**src/rtl/im_port_arbiter.sv**
```systemverilog
// rtl/im_port_arbiter.sv - single-port instruction memory arbiter for CPU fetch and program loader
module im_port_arbiter #(
   parameter int unsigned ADDR_W     = 14,
   parameter logic [31:0] BASE       = 32'h0000_3000,
   parameter int unsigned STARVE_MAX = 4
) (
   input  logic              clk,
   input  logic              rst,
   input  logic              f_req,
   input  logic [31:0]       f_addr,
   output logic              f_gnt,
   output logic              f_valid,
   output logic [31:0]       f_instr,
   output logic              f_err,
   input  logic              l_req,
   input  logic [31:0]       l_addr,
   input  logic [31:0]       l_wdata,
   input  logic              l_last,
   output logic              l_gnt,
   output logic              l_err,
   output logic              l_done,
   output logic              mem_en,
   output logic              mem_we,
   output logic [ADDR_W-3:0] mem_addr,
   output logic [31:0]       mem_wdata,
   input  logic [31:0]       mem_rdata
);

   localparam int unsigned     SC_W   = $clog2(STARVE_MAX + 1);
   localparam logic [SC_W-1:0] SC_MAX = SC_W'(STARVE_MAX);
   localparam logic [32:0]     WIN    = 33'd1 << ADDR_W;

   typedef enum logic {IDLE, BURST} state_t;

   state_t          state_q;
   logic [SC_W-1:0] sc_q;
   logic            f_valid_q;
   logic            f_err_q;
   logic            l_err_q;
   logic            l_done_q;
   logic [31:0]     instr_q;

   logic [31:0]     acc_addr;
   logic [31:0]     acc_off;
   logic            acc_legal;
   logic            any_gnt;

   // Grant selection: loader has priority, except a starved fetch is forced in during a burst
   always_comb begin
      f_gnt = 1'b0;
      l_gnt = 1'b0;
      if (!rst) begin
         if ((state_q == BURST) && l_req && f_req && (sc_q == SC_MAX)) begin
            f_gnt = 1'b1;
         end else if (l_req) begin
            l_gnt = 1'b1;
         end else if (f_req) begin
            f_gnt = 1'b1;
         end
      end
   end

   // The unsigned subtract makes addresses below BASE huge, so one compare rejects both sides
   assign acc_addr  = f_gnt ? f_addr : l_addr;
   assign acc_off   = acc_addr - BASE;
   assign acc_legal = (acc_addr[1:0] == 2'b00) && ({1'b0, acc_off} < WIN);
   assign any_gnt   = f_gnt | l_gnt;

   assign mem_en    = any_gnt & acc_legal;
   assign mem_we    = l_gnt & acc_legal;
   assign mem_addr  = mem_en ? acc_off[ADDR_W-1:2] : '0;
   assign mem_wdata = mem_we ? l_wdata : '0;

   // Read data arrives the cycle after the grant; otherwise show the last delivered word
   assign f_instr = f_valid_q ? (f_err_q ? 32'h0 : mem_rdata) : instr_q;
   assign f_valid = f_valid_q;
   assign f_err   = f_err_q;
   assign l_err   = l_err_q;
   assign l_done  = l_done_q;

   // Burst ownership and count of loader beats taken while a fetch waits
   always_ff @(posedge clk) begin
      if (rst) begin
         state_q <= IDLE;
         sc_q    <= '0;
      end else begin
         case (state_q)
            IDLE: begin
               sc_q <= '0;
               if (l_gnt && !l_last) begin
                  state_q <= BURST;
                  if (f_req) begin
                     sc_q <= SC_W'(1);
                  end
               end
            end
            BURST: begin
               if (l_gnt && l_last) begin
                  state_q <= IDLE;
                  sc_q    <= '0;
               end else if (!f_req || f_gnt) begin
                  sc_q <= '0;
               end else if (l_gnt) begin
                  sc_q <= sc_q + SC_W'(1);
               end
            end
            default: begin
               state_q <= IDLE;
               sc_q    <= '0;
            end
         endcase
      end
   end

   // Response flags for the access granted in the previous cycle
   always_ff @(posedge clk) begin
      if (rst) begin
         f_valid_q <= 1'b0;
         f_err_q   <= 1'b0;
         l_err_q   <= 1'b0;
         l_done_q  <= 1'b0;
         instr_q   <= 32'h0;
      end else begin
         f_valid_q <= f_gnt;
         f_err_q   <= f_gnt & ~acc_legal;
         l_err_q   <= l_gnt & ~acc_legal;
         l_done_q  <= l_gnt & l_last;
         instr_q   <= f_instr;
      end
   end

endmodule

```
**config.mk**
```make
export PLATFORM = sky130hd
export DESIGN_NAME = im_port_arbiter
export DESIGN_NICKNAME = d
export VERILOG_FILES = /design/src/rtl/im_port_arbiter.sv
export SDC_FILE = /design/constraint.sdc
export NUM_CORES = 1
export LEC_CHECK = 0
export CORE_ASPECT_RATIO = 0.75
export CORE_MARGIN = 2
export CORE_UTILIZATION = 28
export DETAILED_ROUTE_END_ITERATION = 12
export PLACE_DENSITY = 0.86
export SYNTH_ARGS = -nofsm -noshare
export SYNTH_HDL_FRONTEND = slang
export SYNTH_SLANG_ARGS = --single-unit
```
**constraint.sdc**
```tcl
create_clock -name clk -period 2.1 [get_ports clk]
set_input_delay 0.21 -clock clk [delete_from_list [all_inputs] [get_ports clk]]
set_output_delay 0.21 -clock clk [all_outputs]
set_load 0.05 [all_outputs]
```
-- After elaboration in Yosys (flattened, before gate mapping)
Index checks and enable logic that the tools add are counted.
- add/subtract/negate cells: 2
- bitwise operators: 8
- muxes and demuxes: 21
- equal/unequal tests: 2
- reductions and logical operators: 10
- magnitude comparators: 1
- operator list (operator ; number):
    $mux 32 ; 4
    $lt 32x15->1 const B ; 1
    $sub 32x14->32 const B ; 1
    $mux 12 ; 1
    $mux 1 ; 11
    $mux 3 ; 3
    $logic_and 1x1->1 ; 6
    $pmux 3 s2 ; 1
    $and 1x1->1 ; 5
    $ne 4x2->1 const B ; 1
    $add 3x1->3 const B ; 1
    $eq 3x3->1 const B ; 1
    $logic_not 1->1 ; 2
    $logic_not 2->1 ; 1
    $not 1->1 ; 2
    $pmux 1 s2 ; 1
    $logic_or 1x1->1 ; 1
    $or 1x1->1 ; 1
- logic and storage cells: 51
- input port bits: 133
- flip-flop bits (word level): 40
- output and inout bits: 84

-- Logic depth before layout (Yosys ltp)
- depth after elaboration: 11
- depth in mapped cells: 10
- mapped depth without buffers: 8

-- Worst setup path after synthesis
OpenSTA, ideal clock, no wires.
- path kind: register -> output
- start: register sc_q[0]
- end: output port mem_addr[3]
- cell stages (with the launch flop): 9
- required time: 1.890 ns
- buffers on the path: 1
- path slack: -0.693 ns
- arrival time: 2.583 ns
- cell sequence: dfxtp_1 > inv_1 > ha_1 > nand3_1 > a211o_2 > inv_1 > clkbuf_1 > a22oi_1 > nor2b_1
- cells in the longest elaborated chain, start to end: 10
- elaborated cells on any way between the ends: 14
- those cells by class: add/sub: 1; order compare: 1; eq/ne: 1; mux: 6; bitwise: 2; reduce/logical: 3
- ends and longest elaborated chain (item ; line ; RTL):
    start: declaration ; 36 ; logic [SC_W-1:0] sc_q;
    start signal: assignment ; 104 ; sc_q <= sc_q + SC_W'(1);
    $eq 3x3->1 * ; 53 ; if ((state_q == BURST) && l_req && f_req && (sc_q == SC_MAX)) begin
    $logic_and 1x1->1 * ; 53 ;
    $mux 1 * ; 53 ;
    $mux 1 * ; 52 ; if (!rst) begin
    via f_gnt ; 11 ; output logic f_gnt,
    $mux 32 ; 64 ; assign acc_addr = f_gnt ? f_addr : l_addr;
    $sub 32x14->32 ; 65 ; assign acc_off = acc_addr - BASE;
    $lt 32x15->1 ; 66 ; assign acc_legal = (acc_addr[1:0] == 2'b00) && ({1'b0, acc_off} < WIN);
    $logic_and 1x1->1 ; 66 ;
    $and 1x1->1 ; 69 ; assign mem_en = any_gnt & acc_legal;
    $mux 12 * ; 71 ; assign mem_addr = mem_en ? acc_off[ADDR_W-1:2] : '0;
    end: declaration ; 24 ; output logic [ADDR_W-3:0] mem_addr,
The timed path passes the listed nets; every way through them passes the cells marked *.

-- Worst setup path after layout
- start: input port l_addr[16]
- end: output port mem_wdata[25]
- cells in the longest elaborated chain, start to end: 6
- ends and longest elaborated chain (item ; line ; RTL):
    start: declaration ; 16 ; input logic [31:0] l_addr,
    $mux 32 ; 64 ;
    $sub 32x14->32 ; 65 ;
    $lt 32x15->1 ; 66 ;
    $logic_and 1x1->1 ; 66 ;
    $and 1x1->1 ; 70 ; assign mem_we = l_gnt & acc_legal;
    $mux 32 ; 72 ; assign mem_wdata = mem_we ? l_wdata : '0;
    end: declaration ; 25 ; output logic [31:0] mem_wdata,
Every way passes these cells.

==> out/results.ini <==
[pwr]
p_seq_share_pct = 39.1
share_comb_of_total_power_pct = 37.4
report.power.total_w = 0.00203
powerDensity_nw_per_um2 = 329
static-leakage-power_nw = 2.39
p_int_w = 0.00143
clkPwrFrac_pct = 23.5
ir_worst_vdd_mv = 0.249
p_sw_share_pct = 29.4
p_switching_w = 0.000597

[cells_and_area]
drive_above_1_share_pct = 35.5
area_growth_pct = 163
insertedDiodeCount = 0
fin_nets = 692

[sta]
rsz0062_at_grt = true
fin_setup_tns_ps = -21400
setup_violations = 46
layout_setup_ws_ps = -511
period_share_pct = 124
fmax_mhz = 383
skew_ps = 4.94
worst_pin_slew_ps = 519
relSlewSlack_pct = 65.1
hold_violations = 0
slew_violations = 0
period_needed_ps = 2610

[detailed_routing]
drc = 0
ant_nets = 0
avgViaCountPerCell = 4.74
routed_wl_um = 11600
drtIter0Drc = 152
first_pass_iters = 4
vias = 3138
wl_per_cell_um = 17.5

[floorplan]
core_area_um2 = 8020
row_count = 28
die_w_um = 110
dieArea_um2 = 9130
initial_core_util_pct = 29.2
ios = 217
fp.dieH_um = 83.2

[grt]
antenna_found_initial = 0
grt_pass1_wl_um = 17200
grt_max_degree = 35
grtUsageTotal_pct = 24.7
grt.overflow.total = 0
grt_pass1_vias = 3338

[synthesis]
synth_cell_types = 40
yosysWarnings = 0
syn_nets = 448
synth_mux_area_share_pct = 0.854
yosys.area_share.simple_pct = 36.4
synth_top_area_share_pct = 34.2
yosys-top-cells-area = dfxtp_1 (34%), nor2b_1 (10%), and3_1 (9.1%)
synth_area_um2 = 2340
ys_ff_latch = 40
syn_avg_cell_area_um2 = 7.49
yosys.area_share.adder_pct = 1.07
synth_top_family_by_area = simple AND/OR/NAND/NOR gates
syn_inst = 313
synth_xor_area_share_pct = 2.62
synth_compound_area_share_pct = 14.5
yosysTopAreaCell = dfxtp_1
seq_area_frac_synth_pct = 34.2

[clocking]
htreeDepth = 2
ctsHoldBuffers = 0
cts_tree = done
cts_buffer_depth = 2
cts_buffers = 5
cts-root-buf = clkbuf_8
path_clk_slew_ps = 70
clock_latency_ps = 290
clock_sinks = 40

[worst_setup_path]
required_ps = 1890
cp_max_fo = 6
startpoint_type = input pin
critPathKind = in2out
critPathArrivalTime_ps = 2400
end_kind = output pin

[placement]
routabilityCongestion = 0.808
dp_slack_ps = -607
port_buffers = 216
dpl.hpwl_um = 8710

[run_status]
violations = negative setup slack
outcome = complete, but fails checks

[run]
drv_cap = 0

[worst_hold_path]
min_path_type = in2reg

routing by layer:
metal,global-route usage (%),wire (um)
met1,25.5,4170
met4,7.71,294
met3,6.67,865
met5,0,0
met2,47.3,6230
through the flow:
stage	util (%)	cells	hold slack [ps]	instance area (um^2)
finish	76.9	662	556	6170
global route	76.9	662	584	6170
CTS	76.5	661	545	6140
detailed placement	71.0	641	627	5690
global placement	71.0	641	608	5690
floorplan	-	313	282	2570
power by group through the flow:
stage	combinational [W]	sequential (W)	clock, W
detailed placement	0.000744	0.000810	0
finish	0.000759	0.000793	0.000478
CTS	0.000750	0.000792	0.000493
floorplan	0.000244	0.000819	0
global placement	0.000727	0.000809	0
global route	0.000796	0.000795	0.000530
cell usage in the layout (no fill, tap or decap), types with 2 or more instances in the layout:
cell,netlist,final
dlymetal6s2s_1,0,5
nor3_1,7,4
nor4_4,1,2
nor2_1,7,6
clkbuf_8,0,5
o31a_1,2,2
nor2b_4,0,5
and2b_4,0,5
and2_4,0,3
dfxtp_1,40,37
buf_8,0,5
o22ai_1,2,2
clkdlybuf4s50_1,0,119
and2_1,6,3
xor2_1,5,5
buf_6,4,3
dfxtp_2,0,3
nand3b_1,3,3
inv_1,37,34
a22oi_1,10,10
nor2b_1,38,32
buf_4,0,29
mux2i_1,2,2
buf_12,0,79
dlygate4sd2_1,0,9
and3_4,0,32
and3_1,34,2
nand3_2,1,2
xnor2_1,2,2
clkdlybuf4s15_1,0,2
nand2_1,37,37
nor3_2,0,3
o21ai_0,34,34
inv_2,0,2
buf_16,0,4
kinds of logic after synthesis:
group / Yosys count
flops: 40
simple gates: 149
xor+xnor: 7
mux: 2
fa+ha+maj: 2
buf+inv: 57
compound gates: 56
flip-flops by register name, summed over array words and instances, names as in the netlist, named ones only:
signal and flops:
instr_q 32, sc_q 3, f_err 1, f_valid 1, l_done 1, l_err 1
area by class of cell:
type,instances,area [um^2]
clock inverter,2,12.5
sequential,40,805
tap,105,131
multi-input combinational,216,1610
clock buffer,5,68.8
fill,496,1850
timing repair buffer,256,3400
inverter,38,145
worst max-delay path, stage by stage:
cell and delay (ps):
clkdlybuf4s50_1 400, nor2_1 210, nand3_2 130, or4_4 530, a22oi_2 170, buf_6 150, buf_12 130, clkbuf_16 150
and3_4 180, buf_12 130
Yosys cell counts, drive strengths merged:
cell / n
nor2b: 38
and2: 6
clkinv: 1
clkbuf: 15
nor2: 7
inv: 37
o2111ai: 1
nand3b: 3
and2b: 5
and3: 34
a21oi: 1
nand4: 1
xor2: 5
nor3: 7
a211o: 1
o31a: 2
ha: 2
dfxtp: 40
a21boi: 1
nor4: 4
a22oi: 11
nor4b: 1
nand3: 3
o21ai: 35
xnor2: 2
nand4b: 1
o22ai: 2
nand2b: 1
buf: 4
mux2i: 2
a211oi: 1
or4: 1
o211ai: 1
nand2: 37
path summary, 6_finish.rpt:
| check | from | end | slack, ps | cells past startpoint |
|---|---|---|---|---|
| worst max-delay path | l_addr[16] | mem_wdata[25] | -510 | 10 |
| worst min-delay path | f_addr[20] | f_err | 560 | 6 |
| worst max register to register | sc_q[1] | l_err | 120 | 12 |
| worst min register to register | flip-flop | flip-flop | 650 | 3 |
timing repair:
item | 4_1_cts | 5_1_grt
gates cloned | 5 | 1
resized for setup | 50 | 13
endpoints found under the setup margin | 47 | 79
pin swaps | 5 | 9
buffers inserted | 8 | 2
Note: power is estimated with default switching activity, not from simulation.
